### src/rtl/lut_layer_sequencer_if.sv
// Handshake bundle for lut_layer_sequencer: config port, input stream, result stream and status.
interface lut_layer_sequencer_if #(
    parameter int FANIN   = 6,
    parameter int NEURONS = 8,
    parameter int IN_W    = 16
);
    localparam int TBL_W  = 2 ** FANIN;
    // One spare index bit so out-of-range neuron numbers can be presented and flagged.
    localparam int NIDX_W = $clog2(NEURONS) + 1;

    logic              cfg_valid;
    logic              cfg_ready;
    logic              cfg_sel;
    logic [NIDX_W-1:0] cfg_neuron;
    logic [TBL_W-1:0]  cfg_data;
    logic              cfg_err;
    logic              s_valid;
    logic              s_ready;
    logic [IN_W-1:0]   s_data;
    logic              m_valid;
    logic              m_ready;
    logic [NEURONS-1:0] m_data;
    logic              busy;

    modport master (
        output cfg_valid, cfg_sel, cfg_neuron, cfg_data, s_valid, s_data, m_ready,
        input  cfg_ready, cfg_err, s_ready, m_valid, m_data, busy
    );

    modport slave (
        input  cfg_valid, cfg_sel, cfg_neuron, cfg_data, s_valid, s_data, m_ready,
        output cfg_ready, cfg_err, s_ready, m_valid, m_data, busy
    );
endinterface

### src/rtl/lut_layer_sequencer.sv
// Time-multiplexed LogicNets layer: one FANIN-input truth-table neuron evaluated per clock,
// with run-time table/connectivity reconfiguration locked out while a vector is in flight.
module lut_layer_sequencer #(
    parameter int FANIN   = 6,
    parameter int NEURONS = 8,
    parameter int IN_W    = 16
) (
    input  logic                 clk,
    input  logic                 rst_n,
    lut_layer_sequencer_if.slave bus
);
    localparam int TBL_W  = 2 ** FANIN;
    localparam int SEL_W  = $clog2(IN_W);
    localparam int SELS_W = FANIN * SEL_W;
    localparam int CNT_W  = (NEURONS > 1) ? $clog2(NEURONS) : 1;

    typedef enum logic [1:0] {
        ST_IDLE = 2'd0,
        ST_EVAL = 2'd1,
        ST_OUT  = 2'd2
    } state_e;

    state_e             state_q, state_d;
    logic [CNT_W-1:0]   cnt_q, cnt_d;
    logic [IN_W-1:0]    in_q;
    logic [NEURONS-1:0] m_data_q;
    logic               cfg_err_q;
    logic [TBL_W-1:0]   tbl_q [NEURONS];
    logic [SELS_W-1:0]  sel_q [NEURONS];

    logic               cfg_ready_s;
    logic               s_ready_s;
    logic               cfg_fire_s;
    logic               s_fire_s;
    logic               cfg_in_range_s;
    logic [FANIN-1:0]   addr_s;

    // Build the table address: bit k comes from the input picked by select field k; unmapped selects read 0.
    function automatic logic [FANIN-1:0] gather_addr(input logic [SELS_W-1:0] sel,
                                                      input logic [IN_W-1:0]   vec);
        logic [FANIN-1:0] a;
        logic [SEL_W-1:0] idx;
        a = '0;
        for (int k = 0; k < FANIN; k++) begin
            idx = sel[k*SEL_W +: SEL_W];
            if (int'(idx) < IN_W) begin
                a[k] = vec[idx];
            end else begin
                a[k] = 1'b0;
            end
        end
        return a;
    endfunction

    assign addr_s         = gather_addr(sel_q[cnt_q], in_q);
    assign cfg_in_range_s = (int'(bus.cfg_neuron) < NEURONS);
    assign cfg_fire_s     = bus.cfg_valid & cfg_ready_s;
    assign s_fire_s       = bus.s_valid & s_ready_s;

    assign bus.cfg_ready  = cfg_ready_s;
    assign bus.s_ready    = s_ready_s;
    assign bus.m_valid    = (state_q == ST_OUT);
    assign bus.m_data     = m_data_q;
    assign bus.cfg_err    = cfg_err_q;
    assign bus.busy       = (state_q != ST_IDLE);

    // State and neuron counter registers.
    always_ff @(posedge clk or negedge rst_n) begin
        if (!rst_n) begin
            state_q <= ST_IDLE;
            cnt_q   <= '0;
        end else begin
            state_q <= state_d;
            cnt_q   <= cnt_d;
        end
    end

    // Next-state and handshake readiness; config wins over a same-cycle input vector.
    always_comb begin
        state_d     = state_q;
        cnt_d       = cnt_q;
        cfg_ready_s = 1'b0;
        s_ready_s   = 1'b0;
        case (state_q)
            ST_IDLE: begin
                cfg_ready_s = 1'b1;
                s_ready_s   = ~bus.cfg_valid;
                if (bus.s_valid && !bus.cfg_valid) begin
                    state_d = ST_EVAL;
                    cnt_d   = '0;
                end else begin
                    state_d = ST_IDLE;
                end
            end
            ST_EVAL: begin
                if (cnt_q == CNT_W'(NEURONS - 1)) begin
                    state_d = ST_OUT;
                end else begin
                    cnt_d = cnt_q + CNT_W'(1);
                end
            end
            ST_OUT: begin
                if (bus.m_ready) begin
                    state_d = ST_IDLE;
                end else begin
                    state_d = ST_OUT;
                end
            end
            default: begin
                state_d = ST_IDLE;
                cnt_d   = '0;
            end
        endcase
    end

    // Configuration storage, input capture, error pulse and bit-serial result register.
    always_ff @(posedge clk or negedge rst_n) begin
        if (!rst_n) begin
            for (int i = 0; i < NEURONS; i++) begin
                tbl_q[i] <= '0;
                sel_q[i] <= '0;
            end
            in_q      <= '0;
            m_data_q  <= '0;
            cfg_err_q <= 1'b0;
        end else begin
            cfg_err_q <= cfg_fire_s & ~cfg_in_range_s;
            if (cfg_fire_s && cfg_in_range_s) begin
                if (bus.cfg_sel) begin
                    sel_q[bus.cfg_neuron[CNT_W-1:0]] <= bus.cfg_data[SELS_W-1:0];
                end else begin
                    tbl_q[bus.cfg_neuron[CNT_W-1:0]] <= bus.cfg_data;
                end
            end
            if (s_fire_s) begin
                in_q <= bus.s_data;
            end
            if (state_q == ST_EVAL) begin
                m_data_q[cnt_q] <= tbl_q[cnt_q][addr_s];
            end
        end
    end
endmodule
### src/flat_wrapper.sv
// flat-port wrapper written by rule: the top's interface ports become plain ports
module lut_layer_sequencer_flat 
#(
    parameter int FANIN   = 6,
    parameter int NEURONS = 8,
    parameter int IN_W    = 16
)
  (clk, rst_n, bus_cfg_valid, bus_cfg_sel, bus_cfg_neuron, bus_cfg_data, bus_s_valid, bus_s_data, bus_m_ready, bus_cfg_ready, bus_cfg_err, bus_s_ready, bus_m_valid, bus_m_data, bus_busy);
  lut_layer_sequencer_if #(.FANIN(FANIN), .NEURONS(NEURONS), .IN_W(IN_W)) bus_i ();
  input  logic clk;
  input  logic rst_n;
  input wire logic [$bits(bus_i.cfg_valid)-1:0] bus_cfg_valid;
  input wire logic [$bits(bus_i.cfg_sel)-1:0] bus_cfg_sel;
  input wire logic [$bits(bus_i.cfg_neuron)-1:0] bus_cfg_neuron;
  input wire logic [$bits(bus_i.cfg_data)-1:0] bus_cfg_data;
  input wire logic [$bits(bus_i.s_valid)-1:0] bus_s_valid;
  input wire logic [$bits(bus_i.s_data)-1:0] bus_s_data;
  input wire logic [$bits(bus_i.m_ready)-1:0] bus_m_ready;
  output wire logic [$bits(bus_i.cfg_ready)-1:0] bus_cfg_ready;
  output wire logic [$bits(bus_i.cfg_err)-1:0] bus_cfg_err;
  output wire logic [$bits(bus_i.s_ready)-1:0] bus_s_ready;
  output wire logic [$bits(bus_i.m_valid)-1:0] bus_m_valid;
  output wire logic [$bits(bus_i.m_data)-1:0] bus_m_data;
  output wire logic [$bits(bus_i.busy)-1:0] bus_busy;
  assign bus_i.cfg_valid = bus_cfg_valid;
  assign bus_i.cfg_sel = bus_cfg_sel;
  assign bus_i.cfg_neuron = bus_cfg_neuron;
  assign bus_i.cfg_data = bus_cfg_data;
  assign bus_i.s_valid = bus_s_valid;
  assign bus_i.s_data = bus_s_data;
  assign bus_i.m_ready = bus_m_ready;
  assign bus_cfg_ready = bus_i.cfg_ready;
  assign bus_cfg_err = bus_i.cfg_err;
  assign bus_s_ready = bus_i.s_ready;
  assign bus_m_valid = bus_i.m_valid;
  assign bus_m_data = bus_i.m_data;
  assign bus_busy = bus_i.busy;
  lut_layer_sequencer #(.FANIN(FANIN), .NEURONS(NEURONS), .IN_W(IN_W)) u_core (.clk(clk), .rst_n(rst_n), .bus(bus_i));
endmodule
### config.mk
export PLATFORM = sky130hd
export DESIGN_NAME = lut_layer_sequencer_flat
export DESIGN_NICKNAME = d
export VERILOG_FILES = /design/src/rtl/lut_layer_sequencer_if.sv /design/src/rtl/lut_layer_sequencer.sv /design/src/flat_wrapper.sv
export SDC_FILE = /design/constraint.sdc
export NUM_CORES = 1
export LEC_CHECK = 0
export CORE_MARGIN = 1
export CORE_UTILIZATION = 55
export DETAILED_ROUTE_END_ITERATION = 10
export GPL_TIMING_DRIVEN = 0
export PLACE_DENSITY_LB_ADDON = 0.1
export SLEW_MARGIN = 20
export SYNTH_ARGS = -nofsm -noshare
export SYNTH_HDL_FRONTEND = slang
export SYNTH_SLANG_ARGS = --single-unit
### constraint.sdc
create_clock -name clk -period 5.6 [get_ports clk]
set_clock_uncertainty 0.1 [all_clocks]
set_input_delay 0.84 -clock clk [delete_from_list [all_inputs] [get_ports clk]]
set_output_delay 0.84 -clock clk [all_outputs]
set_load 0.05 [all_outputs]
==> results of run 1 <==
sequential cells by signal (all words and copies together) (netlist names):
signal / flops
u_core.state_q: 2
u_core.in_q: 16
u_core.bus.cfg_err: 1
u_core.tbl_q: 512
u_core.bus.m_data: 8
u_core.sel_q: 192
u_core.cnt_q: 3
cell families after synthesis:
family / count (synthesis) / synth area share (%)
DFF: 734 / 53.04
buffers and inverters: 183 / 2.345
adders and majority gates: 2 / 0.07225
muxes: 982 / 37.53
and+or+nand+nor: 290 / 3.866
AOI/OAI and AO/OA: 143 / 3.147
repair_timing:
action / in CTS / in global routing
pin swaps: 0 / 0
resized for setup: 5 / 3
endpoints found under the hold margin: 0 / 0
buffers inserted: 0 / 0
setup endpoints to repair: 8 / 8
worst max-delay path, delay by kind of cell, from the launching register on:
kind	cells	cell delay, ns
buffers and inverters	7	2.89
multiplexers	2	0.69
AND/OR/NAND/NOR	1	0.48
flip-flops	1	0.35
AO/OA/AOI/OAI	4	0.81
metrics by stage:
stage | setup slack, ns | std cells | hold WS (ns) | total power (W)
floorplan | 1.929 | 2334 | 0.3719 | 0.01298
global route | 0.01241 | 3423 | 0.1647 | 0.02235
detailed placement | -0.4226 | 3282 | 0.3753 | 0.01599
CTS | 0.06459 | 3423 | 0.1537 | 0.02145
finish | 0.07503 | 3424 | 0.1419 | 0.02151
global placement | -27.61 | 3271 | 0.3745 | 0.01580
final cells by class:
cell class                      count  area [um^2]
Clock inverter                     26        359.1
Clock buffer                      116         2369
Buffer                            168        769.5
Tap cell                          837         1047
Inverter                           14        52.55
Multi-Input combinational cell   1417        15460
Timing Repair Buffer              111         1240
Fill cell                        4657        22270
Sequential cell                   734        18370
Antenna cell                        1        2.502
cell usage in the layout, fill, tap and decap left out, types with 8 or more instances in the layout:
master                            Yosys  final
sky130_fd_sc_hd__dfrtp_1            734    734
sky130_fd_sc_hd__mux2_2             714    714
sky130_fd_sc_hd__mux4_2             178    178
sky130_fd_sc_hd__nand2_1            139    139
sky130_fd_sc_hd__clkbuf_1           120    126
sky130_fd_sc_hd__clkdlybuf4s50_1      0     99
sky130_fd_sc_hd__clkbuf_16            0     81
sky130_fd_sc_hd__mux2i_1             80     80
sky130_fd_sc_hd__nor2_1              45     44
sky130_fd_sc_hd__nand3_1             29     29
sky130_fd_sc_hd__o21ai_0             28     28
sky130_fd_sc_hd__clkbuf_8             0     21
sky130_fd_sc_hd__buf_2               19     19
sky130_fd_sc_hd__o2111ai_1           19     19
sky130_fd_sc_hd__a21oi_1             18     18
sky130_fd_sc_hd__buf_4               13     15
sky130_fd_sc_hd__nand4_1             14     14
sky130_fd_sc_hd__clkinv_2             0     14
sky130_fd_sc_hd__inv_1               12     12
sky130_fd_sc_hd__nor3_1              13     11
sky130_fd_sc_hd__nor2b_1             10     10
sky130_fd_sc_hd__and3_1              10     10
sky130_fd_sc_hd__o22ai_1             10     10
sky130_fd_sc_hd__and2_1               9      9
sky130_fd_sc_hd__buf_1               10      8
sky130_fd_sc_hd__buf_6                7      8
sky130_fd_sc_hd__o21ai_1              8      8
sky130_fd_sc_hd__clkbuf_2             0      8
sky130_fd_sc_hd__bufinv_16            0      8
power by group through the flow:
stage / Sequential (W) / Clock [W] / Combinational [W]
after CTS: 0.00728 / 0.00552 / 0.00865
after global placement: 0.00733 / 0 / 0.00847
after floorplan: 0.00717 / 0 / 0.00581
after global routing: 0.00744 / 0.00573 / 0.00918
final: 0.00730 / 0.00546 / 0.00875
after detailed placement: 0.00737 / 0 / 0.00862
path summary, 6_finish.rpt:
kind / startpoint / end / slack (ns)
max: u_core.cnt_q[1] / u_core.bus.m_data[3] / 0.08
min: rst_n / u_core.sel_q[173] / 0.14
max reg2reg: u_core.cnt_q[1] / u_core.bus.m_data[3] / 0.08
min reg2reg: u_core.sel_q[125] / u_core.sel_q[125] / 0.40
max in group asynchronous: rst_n / u_core.tbl_q[381] / 3.36
min in group clk: u_core.sel_q[125] / u_core.sel_q[125] / 0.40
metal layers:
metal	routed length (um)	global-route usage, %	vias up
li1	-	-	9133
met5	11	0	-
met2	47230	50.96	767
met3	5790	5.520	217
met4	4107	12.95	2
met1	40340	42.55	11635
==> load_flow_metrics.sql, run 1 <==
INSERT INTO impl_metrics (metric_group, metric, value, unit) VALUES
('cells_and_area', 'ratio_of_cells_with_drive_above_1_in_the_final_layout', '42.61', '%'),
('flow_run', 'cap_violations', '0', ''),
('detailed_routing', 'routed_wl', '97480', 'um'),
('clocking', 'holdBufCountCts', '0', ''),
('timing', 'final_hold_viol_count', '0', ''),
('setup_path', 'critical_path_class', 'reg2reg', ''),
('floorplan', 'die-width', '252.9', 'um'),
('setup_path', 'crit_path_max_fanout', '10', ''),
('synth', 'synth.lib_cells_used.distinct', '66', ''),
('timing', 'worstMarginPinSlew', '1.187', 'ns'),
('grt', 'antenna_found_initial', '1', ''),
('setup_path', 'worstSetupStartpointType', 'flip-flop', ''),
('pwr', 'clock_power_share', '25.4', '%'),
('setup_path', 'critPathMaxStageDelay', '0.54', 'ns'),
('status', 'run_status', 'finished, final reports clean', ''),
('synth', 'ys_seq_area_share', '53.04', '%'),
('pwr', 'p_int', '0.01355', 'W'),
('detailed_routing', 'routed_wire_length_per_instance', '28.47', 'um'),
('setup_path', 'crit_top_cell', 'sky130_fd_sc_hd__buf_2', ''),
('synth', 'synth.largest_area_cell', 'sky130_fd_sc_hd__dfrtp_1', ''),
('pwr', 'swShare', '37.02', '%'),
('setup_path', 'endpoint_kind', 'flip-flop', ''),
('timing', 'final.setup.tns', '0', 'ns'),
('synth', 'syn_area_cell', '14.84', 'um^2'),
('setup_path', 'path_cells', 'buf_2 > buf_2 > buf_2 > buf_2 > buf_2 > clkbuf_2 > clkbuf_2 > mux4_2 > mux2i_1 > o22ai_1 > o221ai_1 > o2111ai_1 > nor3_4 > a31oi_1', ''),
('floorplan', 'fp.dieH', '252.9', 'um'),
('grt', 'first_pass_grt_wire_length', '147700', 'um'),
('synth', 'async_flop_share', '100.0', '%'),
('timing', 'min_period_over_period', '98.66', '%'),
('synth', 'number_of_flops_mapped_to_enable_cells_by_yosys', '0', ''),
('grt', 'grt_pass1_vias', '22841', ''),
('timing', 'final-max-slew-violation-count', '0', ''),
('synth', 'post_synth_most_frequent_cells', 'sky130_fd_sc_hd__dfrtp_1 (734), sky130_fd_sc_hd__mux2_2 (714), sky130_fd_sc_hd__mux4_2 (178)', ''),
('cells_and_area', 'finish.utilization', '64.05', '%'),
('clocking', 'cts_tree', 'built', ''),
('synth', 'cell_count_after_synthesis', '2334', ''),
('synth', 'synth.most_common_cell', 'sky130_fd_sc_hd__dfrtp_1', ''),
('setup_path', 'critical_path.slowest_cell', 'sky130_fd_sc_hd__clkbuf_2', ''),
('detailed_routing', 'ant_nets', '0', ''),
('clocking', 'cts.path.max_buffers', '3', ''),
('synth', 'synth.cell_area', '0.03463', 'mm^2'),
('clocking', 'clk_transition_reported_paths', '0.06', 'ns'),
('detailed_routing', 'vias_per_cell', '6.353', ''),
('timing', 'slew_headroom', '20.85', '%'),
('detailed_routing', 'drcViolationCount', '0', ''),
('pwr', 'power.leakage', '18.50', 'nW'),
('setup_path', 'cp.arrival', '5.90', 'ns'),
('grt', 'groute.usage.overall', '31.56', '%'),
('cells_and_area', 'nets_finish', '2615', ''),
('floorplan', 'core_area', '0.06194', 'mm^2'),
('pwr', 'ir_drop', '0.3294', 'mV'),
('timing', 'grt_setup_unrepaired', 'false', ''),
('place', 'place.port_buffers', '100', ''),
('worst_hold_path', 'holdCritPathClass', 'in2async', ''),
('pwr', 'power_switching', '0.007963', 'W'),
('setup_path', 'r2r.worst_path.cells', '14', ''),
('place', 'place_congestion', '0.9187', ''),
('floorplan', 'initial_utilization', '55.91', '%'),
('floorplan', 'core.rowCount', '91', ''),
('synth', 'synth_top_cells_by_area', 'sky130_fd_sc_hd__dfrtp_1 (53%), sky130_fd_sc_hd__mux2_2 (23%), sky130_fd_sc_hd__mux4_2 (12%)', ''),
('place', 'postPlaceCellArea', '0.03693', 'mm^2'),
('pwr', 'cellPowerDensity', '542.2', 'mW/mm^2'),
('timing', 'max_freq', '0.1810', 'GHz'),
('synth', 'ys_warn_count', '0', ''),
('synth', 'synthesis.nets', '2426', ''),
('clocking', 'tritoncts.num_buffers', '77', ''),
('cells_and_area', 'areaGrowthSynthToFinish', '14.55', '%'),
('synth', 'synth_top_flop_cell', 'sky130_fd_sc_hd__dfrtp_1', ''),
('floorplan', 'boundaryPins', '103', ''),
('cells_and_area', 'finish.instance_area', '0.03967', 'mm^2'),
('place', 'hpwl', '67080', 'um');
Power figures use the tool's default switching activity.
==> run 2, diff against run 1 <==
CORE_MARGIN = 4   (was 1)
SLEW_MARGIN = 25   (was 20)
==> load_flow_metrics.sql, run 2 (synthesis gave the netlist of run 1 again) <==
INSERT INTO impl_metrics (metric_group, metric, value, unit) VALUES
('pwr', 'total_power', '0.02175', 'W'),
('timing', 'slew_headroom', '28.08', '%'),
('cells_and_area', 'final_common_cell', 'sky130_fd_sc_hd__dfrtp_1', ''),
('timing', 'worstMarginPinSlew', '1.079', 'ns'),
('clocking', 'clk_transition_reported_paths', '0.06', 'ns'),
('setup_path', 'worstSetupStartpointType', 'flip-flop', ''),
('place', 'place_congestion', '0.9213', ''),
('setup_path', 'timing.critical_path.required', '6.04', 'ns'),
('timing', 'final-max-slew-violation-count', '0', ''),
('clocking', 'cts_root_buf', 'sky130_fd_sc_hd__clkbuf_16', ''),
('floorplan', 'initial_utilization', '55.81', '%'),
('floorplan', 'total_die_area', '0.06704', 'mm^2'),
('grt', 'groute.usage.overall', '29.42', '%'),
('clocking', 'clock_sink_count', '734', ''),
('floorplan', 'core_area', '0.06205', 'mm^2'),
('timing', 'setup_violations', '0', ''),
('worst_hold_path', 'holdCritPathClass', 'in2async', ''),
('cells_and_area', 'final_cell_mix', 'sky130_fd_sc_hd__dfrtp_1 (734), sky130_fd_sc_hd__mux2_2 (714), sky130_fd_sc_hd__mux4_2 (178), sky130_fd_sc_hd__nand2_1 (139), sky130_fd_sc_hd__clkbuf_1 (117)', ''),
('setup_path', 'endpoint_kind', 'flip-flop', ''),
('flow_run', 'cap_violations', '0', ''),
('cells_and_area', 'areaGrowthSynthToFinish', '14.68', '%'),
('clocking', 'cts.path.max_buffers', '3', ''),
('grt', 'global_route.overflow_total', '0', ''),
('detailed_routing', 'drcViolationCount', '0', ''),
('setup_path', 'critical_path_class', 'reg2reg', ''),
('timing', 'max_freq', '0.1884', 'GHz'),
('clocking', 'holdBufCountCts', '0', ''),
('floorplan', 'fp.dieH', '258.9', 'um'),
('setup_path', 'cp.arrival', '5.75', 'ns'),
('grt', 'antenna_found_initial', '2', ''),
('timing', 'min_period_over_period', '94.77', '%'),
('cells_and_area', 'nets_finish', '2618', ''),
('pwr', 'swShare', '37.21', '%'),
('setup_path', 'setup.worst_path.start', 'u_core.cnt_q[1]', ''),
('cells_and_area', 'biggest_register', 'u_core.tbl_q', ''),
('cells_and_area', 'ratio_of_cells_with_drive_above_1_in_the_final_layout', '42.95', '%'),
('pwr', 'ir_drop', '0.4718', 'mV'),
('timing', 'layout_min_cycle_time', '5.307', 'ns'),
('pwr', 'combinationalPowerShare', '41.2', '%'),
('detailed_routing', 'routed_wl', '97650', 'um'),
('floorplan', 'core.rowCount', '91', ''),
('grt', 'grt_pass1_vias', '22977', ''),
('cells_and_area', 'finish.utilization', '64.00', '%'),
('setup_path', 'crit_top_cell', 'sky130_fd_sc_hd__buf_2', ''),
('detailed_routing', 'num_vias', '21803', ''),
('place', 'place.port_buffers', '100', ''),
('timing', 'grt_setup_unrepaired', 'false', ''),
('setup_path', 'crit-reg2reg-launch', 'u_core.cnt_q[1]', ''),
('clocking', 'tritoncts.num_buffers', '78', ''),
('setup_path', 'critPathMaxStageDelay', '0.74', 'ns'),
('detailed_routing', 'vias_per_cell', '6.360', ''),
('clocking', 'ctsHtreeMaxLevel', '3', ''),
('pwr', 'power.sequential.fraction', '33.6', '%'),
('setup_path', 'path_cells', 'buf_2 > buf_2 > buf_2 > clkbuf_4 > buf_2 > buf_1 > clkbuf_2 > nand2_1 > nand2_1 > o2111ai_1 > a311oi_1 > o211ai_1 > o2111ai_1 > nor3_4 > buf_12 > a31oi_1', ''),
('grt', 'grt_start_max_net_pins', '103', ''),
('clocking', 'cts_tree', 'built', ''),
('pwr', 'power.leakage', '18.53', 'nW'),
('floorplan', 'boundaryPins', '103', ''),
('cells_and_area', 'largest_reg_flops', '512', ''),
('pwr', 'cellPowerDensity', '547.5', 'mW/mm^2'),
('pwr', 'power_switching', '0.008091', 'W'),
('clocking', 'insertion_delay', '0.63', 'ns'),
('pwr', 'clock_power_share', '25.2', '%'),
('floorplan', 'die-width', '258.9', 'um'),
('detailed_routing', 'routed_wire_length_per_instance', '28.49', 'um'),
('status', 'run_status', 'finished, final reports clean', ''),
('timing', 'final_hold_viol_count', '0', ''),
('place', 'postPlaceCellArea', '0.03694', 'mm^2'),
('grt', 'first_pass_grt_wire_length', '147600', 'um'),
('pwr', 'p_int', '0.01365', 'W'),
('setup_path', 'critical_path.slowest_cell', 'sky130_fd_sc_hd__buf_1', ''),
('detailed_routing', 'detail_route.first_pass.iterations', '7', ''),
('cells_and_area', 'finish.instance_area', '0.03972', 'mm^2'),
('setup_path', 'crit_path_max_fanout', '10', ''),
('place', 'hpwl', '66990', 'um'),
('detailed_routing', 'drt_iter0_drc', '2009', ''),
('cells_and_area', 'registers_with_the_highest_flip_flop_counts', 'u_core.tbl_q: 512 flops, u_core.sel_q: 192 flops, u_core.in_q: 16 flops', ''),
('detailed_routing', 'ant_nets', '0', '');
[run 2: cell count changes in the layout (fill, tap and decap cells not counted), moves of 2 or more]
cell / delta
sky130_fd_sc_hd__bufinv_16: +3
sky130_fd_sc_hd__clkbuf_1: -9
sky130_fd_sc_hd__clkbuf_16: -3
sky130_fd_sc_hd__clkbuf_2: +5
sky130_fd_sc_hd__clkbuf_8: -7
sky130_fd_sc_hd__clkinv_2: +5
sky130_fd_sc_hd__inv_6: +2
[run 2: timing repair]
item / 4_1_cts / 5_1_grt
buffers inserted: 0 / 1
setup endpoints to repair: 8 / 8
gates cloned: 0 / 0
pin swaps: 0 / 1
resized for setup: 3 / 7
[run 2: final timing paths]
path	end	slack [ns]	cells past startpoint
setup / recovery	u_core.bus.m_data[3]	0.29	16
hold / removal	u_core.sel_q[173]	0.13	1
setup reg to reg	u_core.bus.m_data[3]	0.29	16
hold reg to reg	u_core.bus.m_data[5]	0.39	2
max in group asynchronous	u_core.tbl_q[62]	3.40	4
min in group clk	u_core.bus.m_data[5]	0.39	2
[run 2: worst max-delay path, delay by kind of cell (launching register included)]
kind / cells / cell delay, ns
simple gates: 3 / 0.38
buf+inv: 8 / 3.25
flops: 1 / 0.35
compound gates: 5 / 1.12
[run 2: power groups by stage]
stage                     Clock, W  Combinational, W  Sequential (W)
after floorplan                  0           0.00581         0.00717
after global placement           0           0.00843         0.00733
after detailed placement         0           0.00861         0.00736
after CTS                  0.00556           0.00865         0.00728
after global routing       0.00579           0.00940         0.00743
final                      0.00548           0.00896         0.00730
[run 2: area by class of cell]
cell class              instances  area (um^2)
plain buffers                 169        788.3
clock buffers                 103         2186
fillers                      4549        22340
well taps                     837         1047
multi-input cells            1417        15460
flip-flops and latches        734        18370
inverters                      14        52.55
repair buffers                112         1260
diodes                          2        5.005
clock inverters                40        544.3
[run 2: layer usage]
metal	global-route usage (%)	share of wire, %	vias to the layer above
li1	-	-	9150
met1	40.70	42	11642
met2	47.21	47	779
met3	5.346	6.3	232
met4	11.02	4.3	0
met5	0	0	-
[run 2: stage by stage]
step | hold slack [ns] | TNS, ns | cells | setup slack [ns]
2_1_floorplan | 0.3719 | 0 | 2334 | 1.929
3_3_place_gp | 0.3694 | - | 3271 | -27.22
3_5_place_dp | 0.3833 | -0.6890 | 3282 | -0.1026
4_1_cts | 0.1592 | 0 | 3425 | 0.1769
5_1_grt | 0.1766 | 0 | 3428 | 0.1062
6_report | 0.1282 | 0 | 3428 | 0.2928
==> run 3, diff against run 2 <==
CORE_UTILIZATION = 51   (was 55)
==> load_flow_metrics.sql, run 3 (synthesis gave the netlist of run 1 again) <==
INSERT INTO impl_metrics (metric_group, metric, value, unit) VALUES
('floorplan', 'boundaryPins', '103', ''),
('setup_path', 'crit_path_max_fanout', '10', ''),
('timing', 'min_period_over_period', '94.84', '%'),
('detailed_routing', 'ant_nets', '0', ''),
('clocking', 'clk_transition_reported_paths', '0.06', 'ns'),
('grt', 'global_route.overflow_total', '0', ''),
('setup_path', 'reg2reg_setup_slack', '0.29', 'ns'),
('clocking', 'cts_tree', 'built', ''),
('detailed_routing', 'num_vias', '21510', ''),
('cells_and_area', 'diodes', '0', ''),
('grt', 'grt_start_max_net_pins', '96', ''),
('cells_and_area', 'registers_with_the_highest_flip_flop_counts', 'u_core.tbl_q: 512 flops, u_core.sel_q: 192 flops, u_core.in_q: 16 flops', ''),
('floorplan', 'total_die_area', '0.07214', 'mm^2'),
('floorplan', 'die-width', '268.6', 'um'),
('pwr', 'cellPowerDensity', '545.1', 'mW/mm^2'),
('setup_path', 'worstSetupStartpointType', 'flip-flop', ''),
('timing', 'final_critical_path_setup_slack', '0.2889', 'ns'),
('detailed_routing', 'drt_iter0_drc', '1564', ''),
('setup_path', 'timing.critical_path.required', '5.98', 'ns'),
('pwr', 'ir_drop', '0.4514', 'mV'),
('status', 'run_status', 'finished, final reports clean', ''),
('grt', 'first_pass_grt_wire_length', '148600', 'um'),
('cells_and_area', 'largest_reg_flops', '512', ''),
('clocking', 'cts.path.max_buffers', '3', ''),
('setup_path', 'cp.arrival', '5.70', 'ns'),
('place', 'placement_setup_slack', '-0.1234', 'ns'),
('cells_and_area', 'nets_finish', '2620', ''),
('setup_path', 'endpoint_kind', 'flip-flop', ''),
('flow_run', 'cap_violations', '0', ''),
('timing', 'max_freq', '0.1883', 'GHz'),
('clocking', 'ctsHtreeMaxLevel', '3', ''),
('cells_and_area', 'finish.utilization', '59.11', '%'),
('cells_and_area', 'final_cell_mix', 'sky130_fd_sc_hd__dfrtp_1 (734), sky130_fd_sc_hd__mux2_2 (714), sky130_fd_sc_hd__mux4_2 (178), sky130_fd_sc_hd__nand2_1 (139), sky130_fd_sc_hd__clkbuf_1 (127)', ''),
('detailed_routing', 'vias_per_cell', '6.210', ''),
('detailed_routing', 'detail_route.first_pass.iterations', '5', ''),
('timing', 'grt_setup_unrepaired', 'false', ''),
('floorplan', 'core_area', '0.06728', 'mm^2'),
('clocking', 'clock_sink_count', '734', ''),
('timing', 'slew_headroom', '25.15', '%'),
('timing', 'setup_violations', '0', ''),
('clocking', 'tritoncts.num_buffers', '80', ''),
('detailed_routing', 'routed_wl', '98850', 'um'),
('clocking', 'cts_root_buf', 'sky130_fd_sc_hd__clkbuf_16', ''),
('floorplan', 'initial_utilization', '51.48', '%'),
('setup_path', 'setup.worst_path.start', 'u_core.cnt_q[1]', ''),
('detailed_routing', 'routed_wire_length_per_instance', '28.54', 'um'),
('floorplan', 'fp.dieH', '268.6', 'um'),
('clocking', 'insertion_delay', '0.64', 'ns'),
('cells_and_area', 'areaGrowthSynthToFinish', '14.84', '%'),
('grt', 'groute.usage.overall', '28.02', '%'),
('detailed_routing', 'drcViolationCount', '0', ''),
('grt', 'grt_pass1_vias', '22849', ''),
('place', 'place.port_buffers', '100', ''),
('place', 'place_congestion', '0.8926', ''),
('cells_and_area', 'ratio_of_cells_with_drive_above_1_in_the_final_layout', '42.80', '%'),
('cells_and_area', 'final_common_cell', 'sky130_fd_sc_hd__dfrtp_1', ''),
('clocking', 'holdBufCountCts', '0', ''),
('place', 'hpwl', '68320', 'um'),
('grt', 'antenna_found_initial', '1', ''),
('timing', 'final_hold_viol_count', '0', ''),
('timing', 'layout_min_cycle_time', '5.311', 'ns'),
('timing', 'final-max-slew-violation-count', '0', ''),
('setup_path', 'crit-reg2reg-launch', 'u_core.cnt_q[1]', ''),
('timing', 'worstMarginPinSlew', '1.123', 'ns'),
('floorplan', 'core.rowCount', '95', ''),
('worst_hold_path', 'holdCritPathClass', 'in2async', ''),
('pwr', 'power.leakage', '18.51', 'nW'),
('pwr', 'total_power', '0.02168', 'W'),
('setup_path', 'critical_path_class', 'reg2reg', ''),
('cells_and_area', 'biggest_register', 'u_core.tbl_q', '');
-- run 3: layout make-up --
cell class	count	area (um^2)
clock buffer	122	2432
timing repair buffer	113	1280
buffer	168	778.2
inverter	14	52.55
tap	873	1092
fill	5308	27510
sequential	734	18370
multi-input combinational	1417	15480
clock inverter	23	291.5
-- run 3: per-stage QoR --
step | instance area, um^2 | instances | hold slack (ns) | TNS, ns
detailed placement | 37010 | 3319 | 0.3808 | -0.7987
global placement | 36730 | 3307 | 0.3722 | -
floorplan | 34630 | 2334 | 0.3719 | 0
CTS | 39740 | 3463 | 0.08766 | 0
global route | 39770 | 3464 | 0.1204 | 0
finish | 39770 | 3464 | 0.07719 | 0
-- run 3: where the power goes --
| group | leakage, nW | total (W) | internal [W] | switching (W) |
|---|---|---|---|---|
| Clock | 1.35 | 0.00543 | 0.00324 | 0.00219 |
| Combinational | 7.33 | 0.00894 | 0.00383 | 0.00512 |
| Sequential | 9.84 | 0.00731 | 0.00656 | 0.000744 |
| Total | 18.5 | 0.0217 | 0.0136 | 0.00805 |
-- run 3: per-layer routing --
metal	vias up	GRT usage, %	wire [um]
li1	9130	-	-
met1	11479	37.68	41430
met2	692	45.29	47210
met3	209	5.484	5640
met4	0	11.67	4576
met5	-	0	0
-- run 3: timing repair --
action	in CTS	in global routing
pin swaps	0	1
buffers inserted	0	1
setup endpoints to repair	8	8
gates resized for setup	3	8
-- run 3: worst paths after layout --
check,end,depth (start not counted)
setup / recovery,u_core.bus.m_data[3],16
hold / removal,u_core.sel_q[174],1
setup reg to reg,u_core.bus.m_data[3],16
hold reg to reg,u_core.bus.m_data[5],2
max in group asynchronous,u_core.tbl_q[120],4
min in group clk,u_core.bus.m_data[5],2
-- run 3: critical path, stage by stage, from the launching register on --
cell                              delay (ns)
sky130_fd_sc_hd__dfrtp_1                0.35
sky130_fd_sc_hd__buf_2                  0.23
sky130_fd_sc_hd__buf_2                  0.37
sky130_fd_sc_hd__buf_2                  0.41
sky130_fd_sc_hd__buf_2                  0.50
sky130_fd_sc_hd__buf_2                  0.43
sky130_fd_sc_hd__clkdlybuf4s15_2        0.55
sky130_fd_sc_hd__mux4_2                 0.38
sky130_fd_sc_hd__nor2_1                 0.10
sky130_fd_sc_hd__nor2_1                 0.06
sky130_fd_sc_hd__o21ai_0                0.48
sky130_fd_sc_hd__o22ai_1                0.17
sky130_fd_sc_hd__o211ai_1               0.29
sky130_fd_sc_hd__o2111ai_1              0.22
sky130_fd_sc_hd__nor3_4                 0.25
sky130_fd_sc_hd__buf_12                 0.17
sky130_fd_sc_hd__a31oi_1                0.08
==> RTL edit, RTL diff (config.mk and constraints of run 3) <==
Reset style: synchronous (`rst_n`), changed in 2 clocked blocks.
--- a/src/rtl/lut_layer_sequencer.sv
+++ b/src/rtl/lut_layer_sequencer.sv
@@ -65,7 +65,7 @@
     assign bus.busy       = (state_q != ST_IDLE);
 
     // State and neuron counter registers.
-    always_ff @(posedge clk or negedge rst_n) begin
+    always_ff @(posedge clk) begin
         if (!rst_n) begin
             state_q <= ST_IDLE;
             cnt_q   <= '0;
@@ -114,7 +114,7 @@
     end
 
     // Configuration storage, input capture, error pulse and bit-serial result register.
-    always_ff @(posedge clk or negedge rst_n) begin
+    always_ff @(posedge clk) begin
         if (!rst_n) begin
             for (int i = 0; i < NEURONS; i++) begin
                 tbl_q[i] <= '0;
Check against the original RTL: not settled (the Yosys comparison gave no result); the edit may change what the design does.
==> RTL edit against run 3 <==
- final area up 1.1%
- cell count up 0.87%
- critical path depth unchanged
- wire length up 4.0%
- largest cell class unchanged
- synthesized cell count up 0.21%
- count of clock-buffer cells in the layout down 20
- sequential cell count up 3
- synthesized area about the same
- worst setup slack worse by 0.076 ns
Power is not compared: it rests on default switching activity, and its combinational part moved more than twofold at a synthesized area within 25%.
==> RTL edit: results (changes against run 3) <==
| Metric | Value |
|---|---|
| Status | `complete, no violations` |
| Seq cells post-synth | `737 (+0.41%)` |
| Multi-input logic area | `12,100 µm² (-22%)` |
| Synth top area share | `0.610 (+0.0796)` |
| Slew headroom | `0.273 (+0.0216)` |
| GR Util met3 | `0.0610 (+0.00620)` |
| Met2 WL | `48,400 µm (+2.5%)` |
| GPL Wtd Cong | `0.863 (-3.3%)` |
| DR WL/cell | `29.4 µm (+3.1%)` |
| Overall Global Routing Usage | `0.287 (+0.00713)` |
| Non-Filler Instances | `3,494 (+0.87%)` |
| First-pass GRT wire length | `149,000 µm (+0.24%)` |
| M1 GR Usage | `0.402 (+0.0248)` |
| DRT Pass-1 Iters | `6 (+1)` |
| Hold/Removal Path Class | `flop to flop` |
| Final Util | `0.597 (+0.00629)` |
| Reg2Reg Capture Point | `u_core.bus.m_data[4]` |
| I/O Buffers | `99 (-1.0%)` |
| Hold_ws | `0.447 ns (+0.370 ns)` |
| Placed Area | `37,600 µm² (+1.7%)` |
| Clock Network Area Fraction | `0.0613 (-0.00716)` |
| Non-clock buffer share | `0.0677 (+0.0159)` |
| DRT iter0 DRCs | `2,609 (+67%)` |
| Ranking of synthesized cells by area | `edfxtp_1 (61%), mux4_2 (12%), and2_1 (9.5%), and3_1 (3.7%), mux2i_1 (2.6%)` |
| Ys async rst share | `0 (-1.00)` |
| DR top layer | `met5` |
| GR met2 Demand/Resource | `0.455 (+0.00194)` |
| Largest net degree at the start of global routing | `40 (-58%)` |
| Nonclk buf count | `333 (+19%)` |
| FF+latch area | `21,800 µm² (+19%)` |
| Hpwl dp | `70,400 µm (+3.0%)` |
| Netlist cell types | `63 (-4.5%)` |
| Inverters | `6 (-8)` |
| Syn avg cell area | `14.8 µm² (-0.15%)` |
| CLK BUF | `102 (-16%)` |
| Met3 wire length | `8950 µm (+59%)` |
| Dpl ws | `-0.616 ns (-0.492 ns)` |
| Die W | `269 µm (about the same)` |
| Layout net count | `2,645 (+0.95%)` |
| Fillers | `5,195 (-2.1%)` |
| Post-synthesis sequential area ratio | `0.629 (+0.0987)` |
| Multi-input logic cell count | `1,395 (-1.6%)` |
| EDFF count, synth | `704 (+704)` |
| Worst Hold End | `u_core.bus.m_data[3]` |
| Top cells by count, synth | `edfxtp_1 (704), and2_1 (524), and3_1 (207)` |
| Worst Path Arrival | `5.83 ns (+0.13 ns)` |
| Post-Place Cells | `3,341 (+0.66%)` |
| Reg2reg setup slack | `0.21 ns (-0.08 ns)` |
| # diodes | `4 (+4)` |
| DRT met1 WL | `41,400 µm (about the same)` |
| Share of cells above drive strength 1 | `0.159 (-0.269)` |
| Syn Nets | `2,431 (+0.21%)` |
| Vias in the first global route | `21.8k (-4.7%)` |
## RTL edit: cell types whose count changed after synthesis, sizes merged, moves of 13 or more
cell	change
a21boi	+15
and2	+517
and3	+197
clkbuf	+35
dfrtp	-734
dfxtp	+33
edfxtp	+704
mux2	-718
nand2	-48
nand2b	+16
nand3	-16
nand4	-13
o2111ai	-17
## RTL edit: where the power goes
group | switching [µW] | total (µW) | internal (µW)
registers | 65.4 | 6290 | 6220
clock network | 2200 | 5070 | 2870
logic | 657 | 1060 | 399
total | 2920 | 12400 | 9500
## RTL edit: worst max path at each step
stage,to,slack [ns]
floorplan,u_core.tbl_q[5][0],-1.25
detailed placement,u_core.bus.m_data[4],-0.62
finish,u_core.bus.m_data[4],0.21
global placement,u_core.tbl_q[5][36],-6.88
global route,u_core.bus.m_data[4],0.06
CTS,u_core.bus.m_data[4],0.002
## RTL edit: cells by family after synthesis
family | count (synthesis) | synth area share
AOI/OAI and AO/OA | 144 | 0.0316
and+or+nand+nor | 974 | 0.166
DFF | 737 | 0.629
muxes | 275 | 0.145
buffers and inverters | 207 | 0.0274
adders and majority gates | 2 | 0.000722
## RTL edit: critical path: stages (launching register included)
cell and delay (ns):
dfxtp_1 0.32, buf_6 0.15, buf_12 0.17, mux2i_1 0.10, mux4_2 0.54, buf_2 0.23
mux2i_1 0.14, a22oi_1 0.24, nand3_1 0.23, nand2_1 0.35, buf_2 0.45, buf_2 0.49
a2111oi_0 0.20, o41a_1 0.48, a31oi_1 0.36, nand3_2 0.41, a31oi_1 0.31
## RTL edit: what timing repair did
action / 4_1_cts / 5_1_grt
endpoints found under the hold margin: 0 / 0
resized for setup: 5 / 20
endpoints found under the setup margin: 8 / 8
pin swaps: 0 / 2
gates cloned: 0 / 0
setup buffers: 0 / 4
